===== src/rtl/audio_pkg.sv =====
// ----------------------------------------------------------------------------
// audio_pkg
//   Definitions shared by the audio path: the ADC receiver (audio_in), the
//   effect stages and the DAC serializer.
//   - AUDIO_W      : native sample width of the audio path.
//   - chan_e       : channel encoding, identical to the I2S LRCLK level.
//   - audio_in_state_e : receiver framing states.
// ----------------------------------------------------------------------------
package audio_pkg;

  localparam int AUDIO_W = 16;

  // LRCLK level of each channel slot.
  typedef enum logic {
    LEFT  = 1'b0,
    RIGHT = 1'b1
  } chan_e;

  // ST_ALIGN : waiting for the LRCLK falling edge that opens a left slot.
  // ST_SKIP  : dropping the I2S_DELAY bit clocks that precede the MSB.
  // ST_SHIFT : collecting the data bits of the current slot.
  // ST_WAIT  : word complete, ignoring slot padding until the next LRCLK edge.
  typedef enum logic [1:0] {
    ST_ALIGN = 2'd0,
    ST_SKIP  = 2'd1,
    ST_SHIFT = 2'd2,
    ST_WAIT  = 2'd3
  } audio_in_state_e;

endpackage


===== src/rtl/audio_sync_edge.sv =====
// ----------------------------------------------------------------------------
// audio_sync_edge
//   Multi-flop synchronizer for one asynchronous input, with optional edge
//   detection on the synchronized value. The edge outputs are decoded from
//   two flops (last synchronizer stage and its delayed copy), so they are
//   clean one-cycle pulses.
//
//   Parameters:
//     SYNC_STAGES : synchronizer depth, must be 2 or more.
//     EDGE_DETECT : 1 = generate rise/fall/any_edge, 0 = synchronizer only
//                   (edge outputs tied low).
//   Ports:
//     clk      in  system clock
//     rst_n    in  synchronous active-low reset
//     async_in in  asynchronous input
//     sync_out out synchronized level
//     rise     out one-cycle pulse on a 0->1 change of sync_out
//     fall     out one-cycle pulse on a 1->0 change of sync_out
//     any_edge out one-cycle pulse on any change of sync_out
// ----------------------------------------------------------------------------
module audio_sync_edge #(
  parameter int SYNC_STAGES = 2,
  parameter bit EDGE_DETECT = 1'b1
) (
  input  logic clk,
  input  logic rst_n,
  input  logic async_in,
  output logic sync_out,
  output logic rise,
  output logic fall,
  output logic any_edge
);

  logic [SYNC_STAGES-1:0] sync_q;

  // NOTE: clocked state is always assigned with <= so every flop samples the
  // pre-edge value of its neighbours; with = the chain would collapse.
  always_ff @(posedge clk) begin
    if (!rst_n) begin
      sync_q <= '0;
    end else begin
      sync_q <= {sync_q[SYNC_STAGES-2:0], async_in};
    end
  end

  assign sync_out = sync_q[SYNC_STAGES-1];

  if (EDGE_DETECT) begin : g_edge
    logic prev_q;

    always_ff @(posedge clk) begin
      if (!rst_n) begin
        prev_q <= 1'b0;
      end else begin
        prev_q <= sync_out;
      end
    end

    assign rise     =  sync_out & ~prev_q;
    assign fall     = ~sync_out &  prev_q;
    assign any_edge =  sync_out ^  prev_q;
  end else begin : g_no_edge
    assign rise     = 1'b0;
    assign fall     = 1'b0;
    assign any_edge = 1'b0;
  end

endmodule


===== src/rtl/audio_in.sv =====
// ----------------------------------------------------------------------------
// audio_in
//   I2S receiver for the codec ADC path. BCLK, LRCLK and ADCDAT are
//   oversampled in the CLK domain; MSB-first two's-complement words are
//   deserialized per slot and published as a coherent left/right pair.
//
//   Parameters:
//     DATA_W      : sample width (MSB first).
//     SYNC_STAGES : synchronizer depth on every codec input (2 or more).
//     I2S_DELAY   : BCLK rising edges skipped after an LRCLK edge before the
//                   MSB (1 = I2S, 0 = left-justified).
//   Ports:
//     CLK          in  system clock, at least 8x BCLK
//     RST_N        in  synchronous active-low reset
//     BCLK         in  codec bit clock (asynchronous)
//     LRCLK        in  codec word select, 0 = left, 1 = right (asynchronous)
//     ADCDAT       in  codec serial data (asynchronous)
//     left         out left sample of the last complete frame
//     right        out right sample of the last complete frame
//     sample_valid out one-CLK pulse when left/right update
//     frame_err    out one-CLK pulse when a slot ends before DATA_W bits
//     locked       out high after a complete good frame, cleared on frame_err
// ----------------------------------------------------------------------------
module audio_in
  import audio_pkg::*;
#(
  parameter int DATA_W      = AUDIO_W,
  parameter int SYNC_STAGES = 2,
  parameter int I2S_DELAY   = 1
) (
  input  logic                     CLK,
  input  logic                     RST_N,
  input  logic                     BCLK,
  input  logic                     LRCLK,
  input  logic                     ADCDAT,
  output logic signed [DATA_W-1:0] left,
  output logic signed [DATA_W-1:0] right,
  output logic                     sample_valid,
  output logic                     frame_err,
  output logic                     locked
);

  // The counter serves both the SKIP phase and the bit count.
  localparam int CNT_MAX = (DATA_W > I2S_DELAY) ? DATA_W : I2S_DELAY;
  localparam int CNT_W   = $clog2(CNT_MAX + 1);

  // --------------------------------------------------------------------------
  // Input conditioning
  // --------------------------------------------------------------------------
  logic bclk_rise, lr_fall, lr_edge, dat_s;
  logic bclk_sync_unused, bclk_fall_unused, bclk_any_unused;
  logic lr_sync_unused, lr_rise_unused;
  logic dat_rise_unused, dat_fall_unused, dat_any_unused;

  audio_sync_edge #(.SYNC_STAGES(SYNC_STAGES), .EDGE_DETECT(1'b1)) u_bclk_sync (
    .clk      (CLK),
    .rst_n    (RST_N),
    .async_in (BCLK),
    .sync_out (bclk_sync_unused),
    .rise     (bclk_rise),
    .fall     (bclk_fall_unused),
    .any_edge (bclk_any_unused)
  );

  audio_sync_edge #(.SYNC_STAGES(SYNC_STAGES), .EDGE_DETECT(1'b1)) u_lrclk_sync (
    .clk      (CLK),
    .rst_n    (RST_N),
    .async_in (LRCLK),
    .sync_out (lr_sync_unused),
    .rise     (lr_rise_unused),
    .fall     (lr_fall),
    .any_edge (lr_edge)
  );

  // Same depth as BCLK, so the data level seen on bclk_rise is the one the
  // codec presented at that BCLK rising edge.
  audio_sync_edge #(.SYNC_STAGES(SYNC_STAGES), .EDGE_DETECT(1'b0)) u_adcdat_sync (
    .clk      (CLK),
    .rst_n    (RST_N),
    .async_in (ADCDAT),
    .sync_out (dat_s),
    .rise     (dat_rise_unused),
    .fall     (dat_fall_unused),
    .any_edge (dat_any_unused)
  );

  // --------------------------------------------------------------------------
  // Framing FSM and datapath
  // --------------------------------------------------------------------------
  audio_in_state_e    state_q, state_d;
  chan_e              chan_q, chan_d, next_chan;
  logic [CNT_W-1:0]   cnt_q, cnt_d;
  logic [DATA_W-1:0]  shift_q, shift_d;
  logic [DATA_W-1:0]  hold_l_q, hold_l_d, hold_r_q, hold_r_d;
  logic [DATA_W-1:0]  left_d, right_d;
  logic               valid_d, err_d, locked_d;
  logic               start_slot, take_bit;

  // NOTE: every variable written here gets a default before any branch, so
  // no path leaves one unassigned and no latch is inferred.
  always_comb begin
    state_d    = state_q;
    chan_d     = chan_q;
    cnt_d      = cnt_q;
    shift_d    = shift_q;
    hold_l_d   = hold_l_q;
    hold_r_d   = hold_r_q;
    left_d     = left;
    right_d    = right;
    valid_d    = 1'b0;
    err_d      = 1'b0;
    locked_d   = locked;
    start_slot = 1'b0;
    next_chan  = LEFT;
    take_bit   = 1'b0;

    // Slot boundaries (LRCLK edges) take priority over bit clocks.
    unique case (state_q)
      ST_ALIGN: begin
        if (lr_fall) begin
          start_slot = 1'b1;
          next_chan  = LEFT;
        end
      end
      ST_SKIP, ST_SHIFT: begin
        // Slot closed before DATA_W bits: drop the frame and realign.
        if (lr_edge) begin
          state_d  = ST_ALIGN;
          cnt_d    = '0;
          shift_d  = '0;
          hold_l_d = '0;
          err_d    = 1'b1;
          locked_d = 1'b0;
        end
      end
      ST_WAIT: begin
        if (lr_edge) begin
          start_slot = 1'b1;
          if (chan_q == LEFT) begin
            next_chan = RIGHT;
          end else begin
            // Both words are held; publish them together.
            next_chan = LEFT;
            left_d    = hold_l_q;
            right_d   = hold_r_q;
            valid_d   = 1'b1;
            locked_d  = 1'b1;
          end
        end
      end
      default: state_d = ST_ALIGN;
    endcase

    if (start_slot) begin
      chan_d  = next_chan;
      cnt_d   = '0;
      shift_d = '0;
      state_d = (I2S_DELAY == 0) ? ST_SHIFT : ST_SKIP;
    end

    // A bclk_rise coinciding with the slot-opening LRCLK edge belongs to the
    // new slot (LRCLK moves on the BCLK falling edge, so this rise is the
    // first one of the slot).
    take_bit = bclk_rise &&
               (start_slot ||
                (!lr_edge && (state_q == ST_SKIP || state_q == ST_SHIFT)));

    if (take_bit) begin
      if (state_d == ST_SKIP) begin
        if (int'(cnt_d) == I2S_DELAY - 1) begin
          state_d = ST_SHIFT;
          cnt_d   = '0;
        end else begin
          cnt_d = cnt_d + CNT_W'(1);
        end
      end else begin
        shift_d = {shift_d[DATA_W-2:0], dat_s};
        cnt_d   = cnt_d + CNT_W'(1);
        if (int'(cnt_d) == DATA_W) begin
          if (chan_d == LEFT) begin
            hold_l_d = shift_d;
          end else begin
            hold_r_d = shift_d;
          end
          state_d = ST_WAIT;
        end
      end
    end
  end

  always_ff @(posedge CLK) begin
    if (!RST_N) begin
      state_q      <= ST_ALIGN;
      chan_q       <= LEFT;
      cnt_q        <= '0;
      shift_q      <= '0;
      hold_l_q     <= '0;
      hold_r_q     <= '0;
      left         <= '0;
      right        <= '0;
      sample_valid <= 1'b0;
      frame_err    <= 1'b0;
      locked       <= 1'b0;
    end else begin
      state_q      <= state_d;
      chan_q       <= chan_d;
      cnt_q        <= cnt_d;
      shift_q      <= shift_d;
      hold_l_q     <= hold_l_d;
      hold_r_q     <= hold_r_d;
      left         <= left_d;
      right        <= right_d;
      sample_valid <= valid_d;
      frame_err    <= err_d;
      locked       <= locked_d;
    end
  end

endmodule

===== config.mk =====
export PLATFORM = sky130hd
export DESIGN_NAME = audio_in
export DESIGN_NICKNAME = d
export VERILOG_FILES = /design/src/rtl/audio_pkg.sv /design/src/rtl/audio_sync_edge.sv /design/src/rtl/audio_in.sv
export SDC_FILE = /design/constraint.sdc
export NUM_CORES = 1
export LEC_CHECK = 0
export BUFFER_PORTS_ARGS = -buffer_cell sky130_fd_sc_hd__buf_2
export CAP_MARGIN = 20
export CORE_MARGIN = 2
export CORE_UTILIZATION = 52
export CTS_BUF_LIST = sky130_fd_sc_hd__clkbuf_16
export CTS_CLUSTER_SIZE = 14
export DETAILED_ROUTE_END_ITERATION = 8
export PLACE_DENSITY = 0.86
export SLEW_MARGIN = 25
export SYNTH_ARGS = -nofsm -noshare
export SYNTH_HDL_FRONTEND = slang
export SYNTH_HIERARCHICAL = 1
export SYNTH_SLANG_ARGS = --single-unit

===== constraint.sdc =====
create_clock -name CLK -period 2.63 [get_ports CLK]
set_clock_uncertainty 0.05 [all_clocks]
set_input_delay 0.263 -clock CLK [delete_from_list [all_inputs] [get_ports CLK]]
set_output_delay 0.263 -clock CLK [all_outputs]
set_load 0.02 [all_outputs]

==> results.sh <==
export IMPL_avgViaCountPerCell=5.30
export IMPL_coreArea_um2=7180
export IMPL_stdcell_count=586
export IMPL_end_kind="register"
export IMPL_io_pins=40
export IMPL_clock_sinks=98
export IMPL_layout_commonest_cell="nand2_1"
export IMPL_ir_worst_vdd_mv=0.438
export IMPL_clock_path_buffers=2
export IMPL_crit_path_max_fanout=8
export IMPL_routabilityCongestion=0.864
export IMPL_clk_latency_ns=0.34
export IMPL_postSynthCellCount=439
export IMPL_n_fill_cell=563
export IMPL_vias=3108
export IMPL_layout_nets=494
export IMPL_timing_final_max_slew_violations=0
export IMPL_syn_area_per_cell_um2=8.68
export IMPL_fin_ws_ns=0.109
export IMPL_diodes=0
export IMPL_cp_cell_sequence="inv_2 -> ha_4 -> o21ai_2 -> o21a_2 -> nand2_2 -> inv_2 -> ha_4 -> nand3_2 -> and2_4 -> o2111a_2 -> nand4b_4 -> buf_12 -> mux2i_2"
export IMPL_grt_overflow_total=0
export IMPL_syn_area_um2=3810
export IMPL_num_rows=31
export IMPL_grt_antenna_before_repair=0
export IMPL_rr_worst_depth=13
export IMPL_grt_usage_pct=20.4
export IMPL_path_class="register to register"
export IMPL_outcome="complete, no violations"
export IMPL_slowest_stage="dfxtp_2"
export IMPL_start_kind="register"
export IMPL_grt_pass1_wl_mm=12.8
export IMPL_cp_required_ns=2.84
export IMPL_postCtsHoldBufs=0
export IMPL_hold_path_depth=2
export IMPL_period_needed_ns=2.52
export IMPL_antenna_left=0
export IMPL_cts_tree="built"
export IMPL_cpPeakStageDelay_ns=0.36
export IMPL_max_freq_mhz=397
export IMPL_hold_viol=0
export IMPL_r2r_slack_ns=0.11
export IMPL_chipWidth_um=89.6
export IMPL_synth_nets=451
export IMPL_wire_per_inst_um=14.1
export IMPL_io_buffer_count=39
export IMPL_setup_viol=0
export IMPL_h_tree_depth=3
export IMPL_syn_to_final_growth_pct=19.3
export IMPL_drc_errors=0
export IMPL_hold_path_class="input port to register"
export IMPL_tightest_slew_ns=0.579
export IMPL_drt_pass1_iter_count=5
export IMPL_cts_buffers=9
export IMPL_pre_cts_ws_ns=-0.115
export IMPL_slew_headroom_pct=61.3
export IMPL_seq_area_um2=1960
export IMPL_drive_above_1_share_pct=20.1
export IMPL_grt_pass1_vias=2897
export IMPL_mostFrequentLayoutCells="137 x nand2_1, 96 x dfxtp_1, 53 x a21oi_1"
export IMPL_place_inst=562
export IMPL_worstPathArrival_ns=2.73
export IMPL_dp_hpwl_mm=5.19
export IMPL_routed_wl_mm=8.27
export IMPL_finalCritPeriodShare_pct=95.9
export IMPL_die_area_um2=8030
export IMPL_grt_max_degree=41
export IMPL_final_util_pct=63.4
export IMPL_multi_input_area_um2=1720
export IMPL_clk_pin_slew_ns=0.07
export IMPL_synth_yosys_warnings=6
export IMPL_p_leak_uw=0.00192
export IMPL_drt_iter0_drc=186
export IMPL_p_per_area_nw_per_um2=634
export IMPL_power_uw=2880
export IMPL_start_util_pct=53.1
export IMPL_die_y_um=89.6
export IMPL_drv_cap=0
export IMPL_clockRootBuffer="clkbuf_16"
-- critical path: cells and delay by family (launching register included) --
kind | cells | cell delay (ns)
flip-flops | 1 | 0.36
buffers and inverters | 3 | 0.29
multiplexers | 1 | 0.23
AND/OR/NAND/NOR | 4 | 0.49
AO/OA/AOI/OAI | 3 | 0.61
adder cells (fa/ha/maj) | 2 | 0.40
-- sequential cells by signal, indices dropped and copies added (netlist names) --
signal                      cells
chan_q                          1
cnt_q                           5
frame_err                       1
hold_l_q                       16
hold_r_q                       16
left                           16
locked                          1
right                          16
sample_valid                    1
shift_q                        15
state_q                         2
u_adcdat_sync/sync_q            2
u_bclk_sync/g_edge.prev_q       1
u_bclk_sync/sync_q              2
u_lrclk_sync/g_edge.prev_q      1
u_lrclk_sync/sync_q             2
-- per-layer routing --
| layer | routed length, um | part of all wire, % | GRT usage (%) |
|---|---|---|---|
| met1 | 3530 | 43 | 24.4 |
| met2 | 4190 | 51 | 34.5 |
| met3 | 350 | 4.2 | 4.20 |
| met4 | 210 | 2.5 | 10.7 |
| met5 | 0 | 0 | 0 |
-- cell type report --
type                            instances  share of cell area (%)
Clock inverter                          7                    1.68
Timing Repair Buffer                   60                    8.69
Inverter                               11                   0.908
Clock buffer                            9                    4.95
Tap cell                               99                    2.72
Multi-Input combinational cell        302                    37.9
Sequential cell                        98                    43.2
-- stage by stage --
step                setup TNS (ns)  hold slack, ns  area [um2]
floorplan                        0           0.335        3850
global placement                 0           0.367        4110
detailed placement           -2.52           0.372        4110
CTS                              0          0.0665        4470
global route               -0.0227          0.0687        4550
finish                           0          0.0704        4550
-- path summary, 6_finish.rpt --
| kind | startpoint | endpoint |
|---|---|---|
| max | state_q[1]$_SDFF_PN0_ | hold_l_q[0]$_SDFF_PN0_ |
| min | LRCLK | u_lrclk_sync/sync_q[0]$_SDFF_PN0_ |
| max reg2reg | state_q[1]$_SDFF_PN0_ | hold_l_q[0]$_SDFF_PN0_ |
| min reg2reg | u_adcdat_sync/sync_q[0]$_SDFF_PN0_ | u_adcdat_sync/sync_q[1]$_SDFF_PN0_ |
-- power breakdown --
part           total [uW]  internal (uW)  switching [uW]  leakage, uW
registers            1490           1490            2.40     0.000791
logic                69.8           20.0            49.8     0.000995
clock network        1320            744             577     0.000138
-- timing repair --
action / CTS / global route
pin swaps: 1 / 2
gates resized for setup: 2 / 7
endpoints found under the setup margin: 32 / 32
buffers inserted: 3 / 4
cloned: 0 / 1
(Power assumes the default switching activity.)
